### src/rtl/sample_tx.sv
// Serializes captured sample words (or a fixed ID reply) LSB-first into a byte-wide UART handshake.
// Latency 1 from word/ID load to first tx_stb_o; XON/XOFF pause applies only at byte boundaries.
module sample_tx #(
  parameter logic [31:0] ID_WORD = 32'h534C4131
) (
  input  logic        clk_i,
  input  logic        rst_in,
  input  logic [31:0] smpl_i,
  input  logic        smpl_stb_i,
  output logic        smpl_rdy_o,
  input  logic [3:0]  grp_en_i,
  input  logic        id_stb_i,
  input  logic        xon_i,
  input  logic        xoff_i,
  output logic [7:0]  tx_data_o,
  output logic        tx_stb_o,
  input  logic        tx_rdy_i,
  output logic        busy_o,
  output logic        xoff_o
);

  typedef enum logic {ST_IDLE, ST_SEND} state_t;

  state_t      r_state, w_state_nx;
  logic [31:0] r_shift, w_shift_nx;
  logic [3:0]  r_mask, w_mask_nx, w_low, w_mask_left;
  logic        r_pause, w_pause_nx;
  logic        r_id_pend, w_id_pend_nx;
  logic        r_held, w_held_nx;
  logic        w_stb, w_xfer, w_id_req;
  logic [7:0]  w_byte;

  // One-hot lowest pending byte; this is the byte on the wire.
  assign w_low       = r_mask & (~r_mask + 4'd1);
  assign w_mask_left = r_mask & ~w_low;

  always_comb begin
    w_byte = 8'h00;
    if (w_low[0])      w_byte = r_shift[7:0];
    else if (w_low[1]) w_byte = r_shift[15:8];
    else if (w_low[2]) w_byte = r_shift[23:16];
    else if (w_low[3]) w_byte = r_shift[31:24];
  end

  // r_held keeps an already-offered byte on the wire through a pause.
  assign w_stb    = (r_state == ST_SEND) && (r_mask != 4'd0) && (r_held || !r_pause);
  assign w_xfer   = w_stb && tx_rdy_i;
  assign w_id_req = id_stb_i || r_id_pend;

  assign smpl_rdy_o = (r_state == ST_IDLE) && !w_id_req;
  assign tx_stb_o   = w_stb;
  assign tx_data_o  = w_stb ? w_byte : 8'h00;
  assign busy_o     = (r_state == ST_SEND);
  assign xoff_o     = r_pause;

  always_comb begin
    w_state_nx   = r_state;
    w_shift_nx   = r_shift;
    w_mask_nx    = r_mask;
    w_id_pend_nx = r_id_pend | id_stb_i;
    w_held_nx    = w_stb && !tx_rdy_i;
    w_pause_nx   = xoff_i ? 1'b1 : (xon_i ? 1'b0 : r_pause);

    case (r_state)
      ST_IDLE: begin
        if (w_id_req) begin
          w_shift_nx   = ID_WORD;
          w_mask_nx    = 4'hF;
          w_id_pend_nx = 1'b0;
          w_state_nx   = ST_SEND;
        end else if (smpl_stb_i && (grp_en_i != 4'd0)) begin
          w_shift_nx = smpl_i;
          w_mask_nx  = grp_en_i;
          w_state_nx = ST_SEND;
        end
      end
      ST_SEND: begin
        if (w_xfer) begin
          w_mask_nx = w_mask_left;
          if (w_mask_left == 4'd0) begin
            // A queued ID reply follows the last byte with no idle bubble.
            if (w_id_req) begin
              w_shift_nx   = ID_WORD;
              w_mask_nx    = 4'hF;
              w_id_pend_nx = 1'b0;
            end else begin
              w_state_nx = ST_IDLE;
            end
          end
        end
      end
      default: w_state_nx = ST_IDLE;
    endcase
  end

  always_ff @(posedge clk_i or negedge rst_in) begin
    if (!rst_in) begin
      r_state   <= ST_IDLE;
      r_shift   <= 32'd0;
      r_mask    <= 4'd0;
      r_pause   <= 1'b0;
      r_id_pend <= 1'b0;
      r_held    <= 1'b0;
    end else begin
      r_state   <= w_state_nx;
      r_shift   <= w_shift_nx;
      r_mask    <= w_mask_nx;
      r_pause   <= w_pause_nx;
      r_id_pend <= w_id_pend_nx;
      r_held    <= w_held_nx;
    end
  end

endmodule

### config.mk
export PLATFORM = sky130hd
export DESIGN_NAME = sample_tx
export DESIGN_NICKNAME = d
export VERILOG_FILES = /design/src/rtl/sample_tx.sv
export SDC_FILE = /design/constraint.sdc
export NUM_CORES = 1
export LEC_CHECK = 0
export ABC_CLOCK_PERIOD_IN_PS = 4800
export CAP_MARGIN = 20
export CORE_ASPECT_RATIO = 0.75
export CORE_UTILIZATION = 40
export CTS_BUF_LIST = sky130_fd_sc_hd__clkbuf_2 sky130_fd_sc_hd__clkbuf_4 sky130_fd_sc_hd__clkbuf_8
export CTS_CLUSTER_DIAMETER = 50
export DETAILED_ROUTE_END_ITERATION = 10
export PLACE_DENSITY = 0.68
export SYNTH_ARGS = -nofsm -noshare
export SYNTH_HDL_FRONTEND = slang
export SYNTH_SLANG_ARGS = --single-unit
### constraint.sdc
create_clock -name clk_i -period 4.8 [get_ports clk_i]
set_clock_uncertainty 0.15 [all_clocks]
set_input_delay 0.72 -clock clk_i [delete_from_list [all_inputs] [get_ports clk_i]]
set_output_delay 0.72 -clock clk_i [all_outputs]
set_load 0.005 [all_outputs]
==> results of run 1 <==
cell families (layout without fill, tap and decap cells):
| group | Yosys count | count (layout) | synth area share (%) |
|---|---|---|---|
| AOI/OAI and AO/OA | 66 | 66 | 29.1 |
| DFF | 40 | 40 | 54.9 |
| and+or+nand+nor | 37 | 37 | 10.8 |
| buffers and inverters | 17 | 69 | 4.53 |
| muxes | 1 | 1 | 0.618 |
state kept, by name, summed over array words and instances (netlist names):
| signal | cells |
|---|---|
| r_mask | 4 |
| r_shift | 32 |
| busy_o | 1 |
| xoff_o | 1 |
| r_held | 1 |
| r_id_pend | 1 |
worst reg2reg max path: cells and delay by family, from the launching register on:
family	cells	cell delay [ps]
AND/OR/NAND/NOR	2	1200
AO/OA/AOI/OAI	2	430
flip-flops	1	720
metrics by stage:
stage | instances | cell area, sq um | hold WS (ps) | total power [W] | setup slack [ps]
global route | 268 | 2470 | 362 | 0.00127 | 1230
CTS | 268 | 2470 | 345 | 0.00119 | 1430
floorplan | 161 | 1820 | 274 | 0.000767 | 2610
finish | 268 | 2470 | 340 | 0.00119 | 1430
detailed placement | 260 | 2370 | 329 | 0.000951 | 1710
global placement | 260 | 2370 | 321 | 0.000940 | 1740
worst min path at each step:
stage          cells after the start  slack (ps)        start          end
2_1_floorplan                      0         270       rst_in       busy_o
3_3_place_gp                       1         320  r_shift[19]  r_shift[19]
3_5_place_dp                       1         330   r_shift[8]   r_shift[8]
4_1_cts                            1         340   r_shift[8]   r_shift[8]
5_1_grt                            1         360  r_shift[10]  r_shift[10]
6_report                           1         340   r_shift[8]   r_shift[8]
cell type report:
class / count / area [sq um]
Fill cell: 361 / 1730
Timing Repair Buffer: 55 / 543
Inverter: 6 / 22.5
Sequential cell: 40 / 1000
Multi-Input combinational cell: 104 / 739
Clock buffer: 8 / 97.6
Tap cell: 55 / 68.8
where the power goes:
group | switching, W | internal (W)
Clock | 0.000108 | 0.000128
Combinational | 0.000216 | 0.000234
Sequential | 0.0000860 | 0.000415
Total | 0.000410 | 0.000777
metal layers:
layer	wire length (um)	up-vias	track usage, %
met2	2130	51	34.1
met5	0	-	0
met4	38	0	7.14
met3	327	6	5.86
met1	2280	821	30.8
li1	-	736	-
cell usage in the layout, fill, tap and decap left out, types with 6 or more instances in the layout:
master,Yosys,layout
nor3_1,13,13
o22a_1,13,13
a22o_1,21,21
dfrtp_1,40,40
o22ai_1,9,9
clkbuf_8,0,6
a221oi_1,9,9
clkdlybuf4s50_1,0,53
==> key figures, run 1 <==
Timing
  • Relative slew slack: 42.2%
  • RSZ-0062 raised after global routing: false
  • Fmax: 296 MHz
  • Slew Limit Fails: 0
  • Setup TNS: 0 ps
  • Final hold vios: 0
  • Actual slew at the worst max-slew pin: 867 ps
  • Number of setup violations in the final report: 0
  • Period utilization: 70.3%
  • Final min period: 3370 ps

Clock tree
  • Post-CTS Setup Inserts: 0
  • CTS max path bufs: 2
  • Total CTS buffers: 5
  • Worst skew pair latency: 290 ps
  • # clock sinks: 40
  • Number of H-tree levels: 2
  • Root buffer cell: clkbuf_8
  • Cts hold-fix bufs: 0
  • CTS tree: done
  • Resized cells post-CTS: 0
  • Clk slew on worst S/H paths: 70 ps

Worst setup path
  • Critical Path, Cell by Cell: or4_4 -> nand3_1 -> nor3_1 -> clkdlybuf4s50_1
  • Crit-path max FO: 18
  • CP max stage cell: dfrtp_1
  • FF-to-FF End: r_shift[6]
  • CP Data Required Time: 3930 ps
  • Reg2reg start: r_mask[2]
  • CP arrival: 2500 ps
  • CP startpoint: r_mask[2]
  • Buf/Inv on CP: 1
  • CP endpoint: tx_data_o[6]
  • Crit Path Class: flop to output port
  • Top delay family on crit path: simple AND/OR/NAND/NOR gates
  • Crit-path max cell delay: 720 ps
  • Worst R2R Path Depth: 4
  • Reg2reg setup slack: 2240 ps
  • CP startpoint kind: flop
  • Worst setup EP type: output port
  • CP Depth: 4

Detailed routing
  • DR iter-0 viols: 118
  • Wirelength, routed: 4780 um
  • Via count: 1614
  • Drt pass-1 iters: 4
  • Antenna viol nets, final: 0
  • Via density: 6.02
  • # DRC: 0
  • Routed len/inst: 17.8 um

Yosys
  • EDFF count, synth: 0
  • Netlist Area Pre-Place: 1820 sq um
  • Top cell type's share of synthesized area: 54.9%
  • Synth top area cells: dfrtp_1 55%, a22o_1 10%, o22a_1 6.2%
  • Area leader, netlist: dfrtp_1
  • Yosys cell types: 32
  • Synth Warn #: 0
  • Top-count cell post-synth: dfrtp_1
  • Async set or reset register ratio after synthesis: 100%
  • Gate Count Post-Synth: 161
  • Syn_nets: 204
  • Post-synthesis area per instance: 11.3 sq um
  • Main flop type after synthesis: dfrtp_1
  • Synth Register Bits: 40
  • Register area share after synthesis: 54.9%
  • Post-synth top cells: 40 x dfrtp_1, 21 x a22o_1, 13 x nor3_1, 13 x o22a_1

Cells and area
  • Fin nets: 255
  • Layout cells sized above 1: 6.57%
  • Core Util, Final: 58.8%
  • P&R area growth vs syn: 35.6%
  • Antenna Diode Count: 0

Flow run
  • Maxcap violations: 0

Power and ir drop
  • P per Cell Area: 480 nW/um^2
  • Max IR drop VDD: 0.203 mV
  • Leakage dissipation: 1.01 nW

Hold path
  • Hold crit path type: flop to flop

Global route
  • Largest net degree at the start of global routing: 41
  • First-pass GRT wire length: 7880 um
  • Number of global-route vias before repair: 1622
  • Total congestion overflow: 0
  • Antenna violations before repair: 0
  • GR Util All Layers: 22.1%

Die
  • Die area: 4830 sq um
  • Core Area: 4200 sq um
  • Initial core utilization: 43.4%
  • Die H: 60.5 um
  • Row cnt: 20
  • Top Ports: 55
  • Die X: 80.0 um

Run status
  • Status: complete, no violations

Place
  • DP HPWL: 3280 um
  • Number of buffers added on ports: 54
  • Gpl congestion: 0.845
(Power assumes the default switching activity.)
==> run 2, diff against run 1 <==
ABC_CLOCK_PERIOD_IN_PS = 3080   (was 4800)
PLACE_DENSITY = 0.71   (was 0.68)
clock period = 3.08 ns   (was 4.8 ns; I/O delays follow)
==> run 2 against run 1 <==
Core utilization is 1.4 points higher. Cell count is 0.75% higher. Design area is 2.3% higher. Global-route usage is 1.2 points higher. Die area stayed put. Via count is 1.9% higher. Critical path type unchanged. Sequential power is 50% higher.
==> key figures, run 2 (synthesis gave the netlist of run 1 again) <==
Run status
  • Status: complete, no violations (unchanged)

Global route
  • Largest net degree at the start of global routing: 41 (unchanged)
  • GR Util All Layers: 23.3% (was 22.1%)
  • Number of global-route vias before repair: 1661 (was 1622)
  • Total congestion overflow: 0 (unchanged)
  • First-pass GRT wire length: 8300 um (was 7880 um)
  • Antenna violations before repair: 0 (unchanged)

Worst setup path
  • Crit-path max FO: 10 (was 18)
  • Reg2reg setup slack: 1010 ps (was 2240 ps)
  • Crit-path max cell delay: 540 ps (was 720 ps)
  • CP arrival: 2180 ps (was 2500 ps)
  • Reg2reg start: r_mask[1] (was r_mask[2])
  • Worst setup EP type: output port (unchanged)
  • Worst R2R Path Depth: 5 (was 4)
  • FF-to-FF End: r_shift[6] (unchanged)
  • CP max stage cell: clkdlybuf4s50_1 (was dfrtp_1)
  • CP startpoint kind: flop (unchanged)
  • Crit Path Class: flop to output port (unchanged)
  • Critical Path, Cell by Cell: clkinvlp_4 -> nand2_2 -> o22ai_1 -> nor3_1 -> clkdlybuf4s50_1 (was or4_4 -> nand3_1 -> nor3_1 -> clkdlybuf4s50_1)
  • CP Data Required Time: 2470 ps (was 3930 ps)

Die
  • Die X: 80.0 um (unchanged)
  • Die area: 4830 sq um (unchanged)
  • Initial core utilization: 43.4% (unchanged)
  • Top Ports: 55 (unchanged)
  • Core Area: 4200 sq um (unchanged)
  • Die H: 60.5 um (unchanged)
  • Row cnt: 20 (unchanged)

Power and ir drop
  • Gate power share: 38.3% (was 37.8%)
  • Max IR drop VDD: 0.404 mV (was 0.203 mV)
  • Power consumption: 0.00198 W (was 0.00119 W)
  • Pint: 0.00132 W (was 0.000777 W)
  • Net Sw Frac: 33.5% (was 34.6%)
  • Clk pwr share: 23.6% (was 20.0%)
  • Reg power frac: 38.1% (was 42.2%)
  • P per Cell Area: 782 nW/um^2 (was 480 nW/um^2)
  • Leakage dissipation: 1.04 nW (was 1.01 nW)
  • Net switching power: 0.000663 W (was 0.000410 W)

Place
  • Gpl congestion: 0.896 (was 0.845)
  • DP HPWL: 3530 um (was 3280 um)
  • Number of buffers added on ports: 54 (unchanged)
  • Cell Area, Placed: 2390 sq um (was 2370 sq um)

Hold path
  • Hold crit path type: primary input to asynchronous set/reset pin (was flop to flop)

Cells and area
  • Layout cells sized above 1: 9.30% (was 6.57%)
  • Fillers: 344 (was 361)
  • Antenna Diode Count: 0 (unchanged)
  • Max reg flops: 32 (unchanged)
  • Commonest cells after routing, fill and taps aside: 53 x clkdlybuf4s50_1, 40 x dfrtp_1, 21 x a22o_1, 13 x nor3_1, 13 x o22a_1 (unchanged)
  • Core Util, Final: 60.2% (was 58.8%)
  • Multi-input logic area: 749 sq um (was 739 sq um)
  • Sequential cell area: 1000 sq um (unchanged)
  • Most common cell after layout, fill and taps aside: clkdlybuf4s50_1 (unchanged)
  • Layout Cell Area excl Fill: 2530 sq um (was 2470 sq um)
  • Fin nets: 257 (was 255)
  • Largest registers: r_shift x32, r_mask x4 (unchanged)
  • Most flops, register: r_shift (unchanged)
  • P&R area growth vs syn: 38.8% (was 35.6%)

Detailed routing
  • Routed len/inst: 18.6 um (was 17.8 um)
  • Via count: 1644 (was 1614)
  • # DRC: 0 (unchanged)
  • Antenna viol nets, final: 0 (unchanged)
  • Wirelength, routed: 5020 um (was 4780 um)
  • DR iter-0 viols: 164 (was 118)
  • Drt pass-1 iters: 4 (unchanged)
  • Via density: 6.09 (was 6.02)

Clock tree
  • Root buffer cell: clkbuf_8 (unchanged)
  • Post-CTS Setup Inserts: 0 (unchanged)
  • Cts hold-fix bufs: 0 (unchanged)
  • Number of H-tree levels: 2 (unchanged)
  • Worst skew pair latency: 290 ps (about the same)
  • CTS tree: done (unchanged)
  • CTS max path bufs: 2 (unchanged)
  • Clk slew on worst S/H paths: 70 ps (about the same)
  • Total CTS buffers: 5 (unchanged)
  • # clock sinks: 40 (unchanged)

Timing
  • Final hold vios: 0 (unchanged)
  • Final min period: 2790 ps
  • RSZ-0062 raised after global routing: false (unchanged)
  • Slew Limit Fails: 0 (unchanged)
  • Setup TNS: 0 ps (unchanged)
  • Number of setup violations in the final report: 0 (unchanged)
  • Fmax: 358 MHz
  • Worst hold margin: 124 ps (was 340 ps)
  • Relative slew slack: 42.8% (was 42.2%)
  • Actual slew at the worst max-slew pin: 858 ps (was 867 ps)
  • Period utilization: 90.7%

Flow run
  • Maxcap violations: 0 (unchanged)
[run 2: changes by cell type in the layout (fill, tap and decap cells not counted), sizes merged]
cell and change:
bufinv +1, clkinv -1, clkinvlp +1, buf +2, clkbuf -1
[run 2: worst max-delay path by stage]
stage	start	to	slack, ps	cells after the start
after floorplan	r_mask[2]	tx_data_o[0]	1150	4
after global placement	r_mask[1]	tx_data_o[0]	470	4
after detailed placement	r_mask[0]	tx_data_o[7]	430	5
after CTS	r_mask[0]	tx_data_o[7]	100	5
after global routing	r_mask[0]	tx_data_o[7]	70	5
final	r_mask[0]	tx_data_o[7]	290	5
[run 2: stage by stage]
step	instances	worst slack (ps)
global placement	262	472
global route	270	72.4
finish	270	286
floorplan	161	1150
detailed placement	262	431
CTS	270	98.4
[run 2: per-layer routing]
layer  routed length [um]  track usage, %  share of wire (%)
met3                  341            6.47                6.8
met1                 2180            31.7                 43
met4                   46            6.89               0.92
met2                 2450            37.1                 49
met5                    0               0                  0
[run 2: cell type report]
type | instances | area share [%]
Clock inverter | 1 | 1.19
Clock buffer | 7 | 3.81
Multi-Input combinational cell | 104 | 29.6
Timing Repair Buffer | 57 | 22.1
Tap cell | 55 | 2.72
Sequential cell | 40 | 39.6
Inverter | 6 | 1.04
[run 2: critical path: cells and delay by family, from the launching register on]
kind	cells	cell delay, ps
AND/OR/NAND/NOR	2	480
buffers and inverters	2	820
flip-flops	1	490
AO/OA/AOI/OAI	1	100
[run 2: power groups by stage]
stage,Sequential [W],Combinational [W],Clock [W]
3_3_place_gp,0.000753,0.000719,0
6_report,0.000754,0.000758,0.000467
5_1_grt,0.000769,0.000829,0.000500
2_1_floorplan,0.000722,0.000473,0
3_5_place_dp,0.000758,0.000742,0
4_1_cts,0.000748,0.000749,0.000472
[run 2: timing repair]
action,4_1_cts,5_1_grt
endpoints found under the setup margin,0,5
hold endpoints to repair,0,0
resized for setup,0,4
==> run 3, diff against run 2 <==
==> constraint.sdc (replaced) <==
create_clock -name clk_i -period 3.08 [get_ports clk_i]
set_clock_uncertainty 0.15 [all_clocks]
set_input_delay 0.616 -clock clk_i [delete_from_list [all_inputs] [get_ports clk_i]]
set_output_delay 0.616 -clock clk_i [all_outputs]
set_load 0.005 [all_outputs]
==> run 3 against run 2 <==
Design area increased by 0.49%. Non-clock buffer count increased by 5. Die area unchanged. Flip-flop and latch count unchanged. Register-to-register slack improved by 30 ps. Power decreased by 0.95%. Fmax decreased by 3.6%. Clock power decreased by 5.1%. Global-route usage decreased by 1.7 points. First-iteration DRC count decreased by 21%. Sequential share of layout area decreased by 0.19 points.
==> key figures, run 3 (synthesis gave the netlist of run 1 again) <==
Power and ir drop
  • Max IR drop VDD: 0.406 mV (was 0.404 mV)
  • Clk pwr share: 22.6% (was 23.6%)
  • Reg power frac: 38.0% (was 38.1%)
  • P per Cell Area: 771 nW/um^2 (was 782 nW/um^2)
  • Leakage dissipation: 1.05 nW (was 1.04 nW)
  • Power consumption: 0.00196 W (was 0.00198 W)
  • Gate power share: 39.5% (was 38.3%)
  • Pint: 0.00130 W (was 0.00132 W)
  • Net Sw Frac: 33.9% (was 33.5%)
  • Net switching power: 0.000664 W (was 0.000663 W)

Hold path
  • Hold crit path type: primary input to asynchronous set/reset pin (unchanged)

Worst setup path
  • CP startpoint kind: flop (unchanged)
  • CP arrival: 2130 ps (was 2180 ps)
  • Crit Path Class: flop to output port (unchanged)
  • CP Data Required Time: 2310 ps (was 2470 ps)
  • Worst R2R Path Depth: 4 (was 5)
  • Critical Path, Cell by Cell: or4_4 -> nand3_1 -> buf_4 -> nor3_1 -> clkdlybuf4s50_1 (was clkinvlp_4 -> nand2_2 -> o22ai_1 -> nor3_1 -> clkdlybuf4s50_1)
  • FF-to-FF End: r_mask[2] (was r_shift[6])
  • Worst setup EP type: output port (unchanged)
  • Reg2reg start: r_mask[1] (unchanged)
  • Buf/Inv on CP: 2 (unchanged)
  • Reg2reg setup slack: 1040 ps (was 1010 ps)
  • CP max stage cell: or4_4 (was clkdlybuf4s50_1)
  • Crit-path max FO: 7 (was 10)
  • Top delay family on crit path: simple AND/OR/NAND/NOR gates (was buffers and inverters)
  • Crit-path max cell delay: 580 ps (was 540 ps)

Clock tree
  • Worst skew pair latency: 290 ps (about the same)
  • # clock sinks: 40 (unchanged)
  • Resized cells post-CTS: 0 (unchanged)
  • CTS max path bufs: 2 (unchanged)
  • Post-CTS Setup Inserts: 0 (unchanged)
  • Cts hold-fix bufs: 0 (unchanged)
  • Root buffer cell: clkbuf_8 (unchanged)
  • Total CTS buffers: 5 (unchanged)
  • Clk slew on worst S/H paths: 80 ps (was 70 ps)
  • Number of H-tree levels: 2 (unchanged)
  • CTS tree: done (unchanged)

Cells and area
  • Layout cells sized above 1: 9.55% (was 9.30%)
  • Max reg flops: 32 (unchanged)
  • P&R area growth vs syn: 39.5% (was 38.8%)
  • Commonest cells after routing, fill and taps aside: 53 x clkdlybuf4s50_1, 40 x dfrtp_1, 21 x a22o_1, 13 x nor3_1, 13 x o22a_1 (unchanged)
  • Fin nets: 262 (was 257)
  • Largest registers: r_shift x32, r_mask x4 (unchanged)
  • Most common cell after layout, fill and taps aside: clkdlybuf4s50_1 (unchanged)
  • Antenna Diode Count: 0 (unchanged)
  • Most flops, register: r_shift (unchanged)
  • Finished Layout Cells: 275 (was 270)

Die
  • Die X: 80.0 um (unchanged)
  • Die area: 4830 sq um (unchanged)
  • Die H: 60.5 um (unchanged)
  • Row cnt: 20 (unchanged)
  • Top Ports: 55 (unchanged)
  • Core Area: 4200 sq um (unchanged)
  • Initial core utilization: 43.4% (unchanged)

Global route
  • First-pass GRT wire length: 7650 um (was 8300 um)
  • Antenna violations before repair: 0 (unchanged)
  • Number of global-route vias before repair: 1560 (was 1661)
  • Largest net degree at the start of global routing: 41 (unchanged)
  • Total congestion overflow: 0 (unchanged)
  • GR Util All Layers: 21.6% (was 23.3%)

Timing
  • Final min period: 2900 ps (was 2790 ps)
  • Actual slew at the worst max-slew pin: 857 ps (was 858 ps)
  • Worst hold margin: 273 ps (was 124 ps)
  • Fmax: 345 MHz (was 358 MHz)
  • Relative slew slack: 42.9% (was 42.8%)
  • Number of setup violations in the final report: 0 (unchanged)
  • Period utilization: 94.1% (was 90.7%)
  • Setup TNS: 0 ps (unchanged)
  • Final hold vios: 0 (unchanged)
  • Slew Limit Fails: 0 (unchanged)
  • RSZ-0062 raised after global routing: false (unchanged)

Flow run
  • Maxcap violations: 0 (unchanged)

Detailed routing
  • DR iter-0 viols: 129 (was 164)
  • # DRC: 0 (unchanged)
  • Routed len/inst: 17.1 um (was 18.6 um)
  • Antenna viol nets, final: 0 (unchanged)
  • Drt pass-1 iters: 4 (unchanged)
  • Via density: 5.78 (was 6.09)
  • Via count: 1589 (was 1644)
  • Wirelength, routed: 4710 um (was 5020 um)

Place
  • Gpl congestion: 0.809 (was 0.896)
  • Number of buffers added on ports: 54 (unchanged)
  • DP HPWL: 3350 um (was 3530 um)
  • Inst Count DP: 267 (was 262)

Run status
  • Status: complete, no violations (unchanged)
[run 3: layout make-up]
class | count | area (sq um)
repair buffers | 62 | 596
clock inverters | 3 | 46.3
well taps | 55 | 68.8
fillers | 341 | 1660
clock buffers | 5 | 68.8
inverters | 6 | 22.5
flip-flops and latches | 40 | 1000
multi-input cells | 104 | 739
[run 3: power groups by stage]
stage          Combinational, W  Clock [W]  Sequential (W)
2_1_floorplan          0.000473          0        0.000722
3_3_place_gp           0.000769          0        0.000746
3_5_place_dp           0.000774          0        0.000751
4_1_cts                0.000779   0.000451        0.000741
5_1_grt                0.000853   0.000470        0.000762
6_report               0.000774   0.000443        0.000744
[run 3: stage by stage]
step           setup WS [ps]  utilization (%)  instance area [sq um]
5_1_grt                 95.4             60.5                   2540
3_5_place_dp             195             57.7                   2430
6_report                 181             60.5                   2540
3_3_place_gp             226             57.7                   2430
4_1_cts                  182             60.5                   2540
2_1_floorplan            992                -                   1820
[run 3: worst max path at each step]
stage	cells past startpoint	endpoint	start	slack (ps)
finish	5	tx_data_o[3]	r_mask[1]	180
global placement	4	smpl_rdy_o	id_stb_i	230
global route	5	tx_data_o[0]	r_mask[1]	100
floorplan	4	tx_data_o[0]	r_mask[2]	990
CTS	5	tx_data_o[3]	r_mask[1]	180
detailed placement	4	smpl_rdy_o	id_stb_i	190
[run 3: metal layers]
| metal | share of wire (%) | up-vias | track usage, % |
|---|---|---|---|
| li1 | - | 754 | - |
| met1 | 47 | 787 | 31.2 |
| met2 | 46 | 46 | 33.0 |
| met3 | 6.1 | 2 | 4.81 |
| met4 | 0.55 | 0 | 6.12 |
| met5 | 0 | - | 0 |
[run 3: worst register-to-register path: stages (launching register included)]
cell and delay, ps:
dfrtp_1 450, or4_4 580, a31o_1 260, nand2_1 140
mux2_2 350
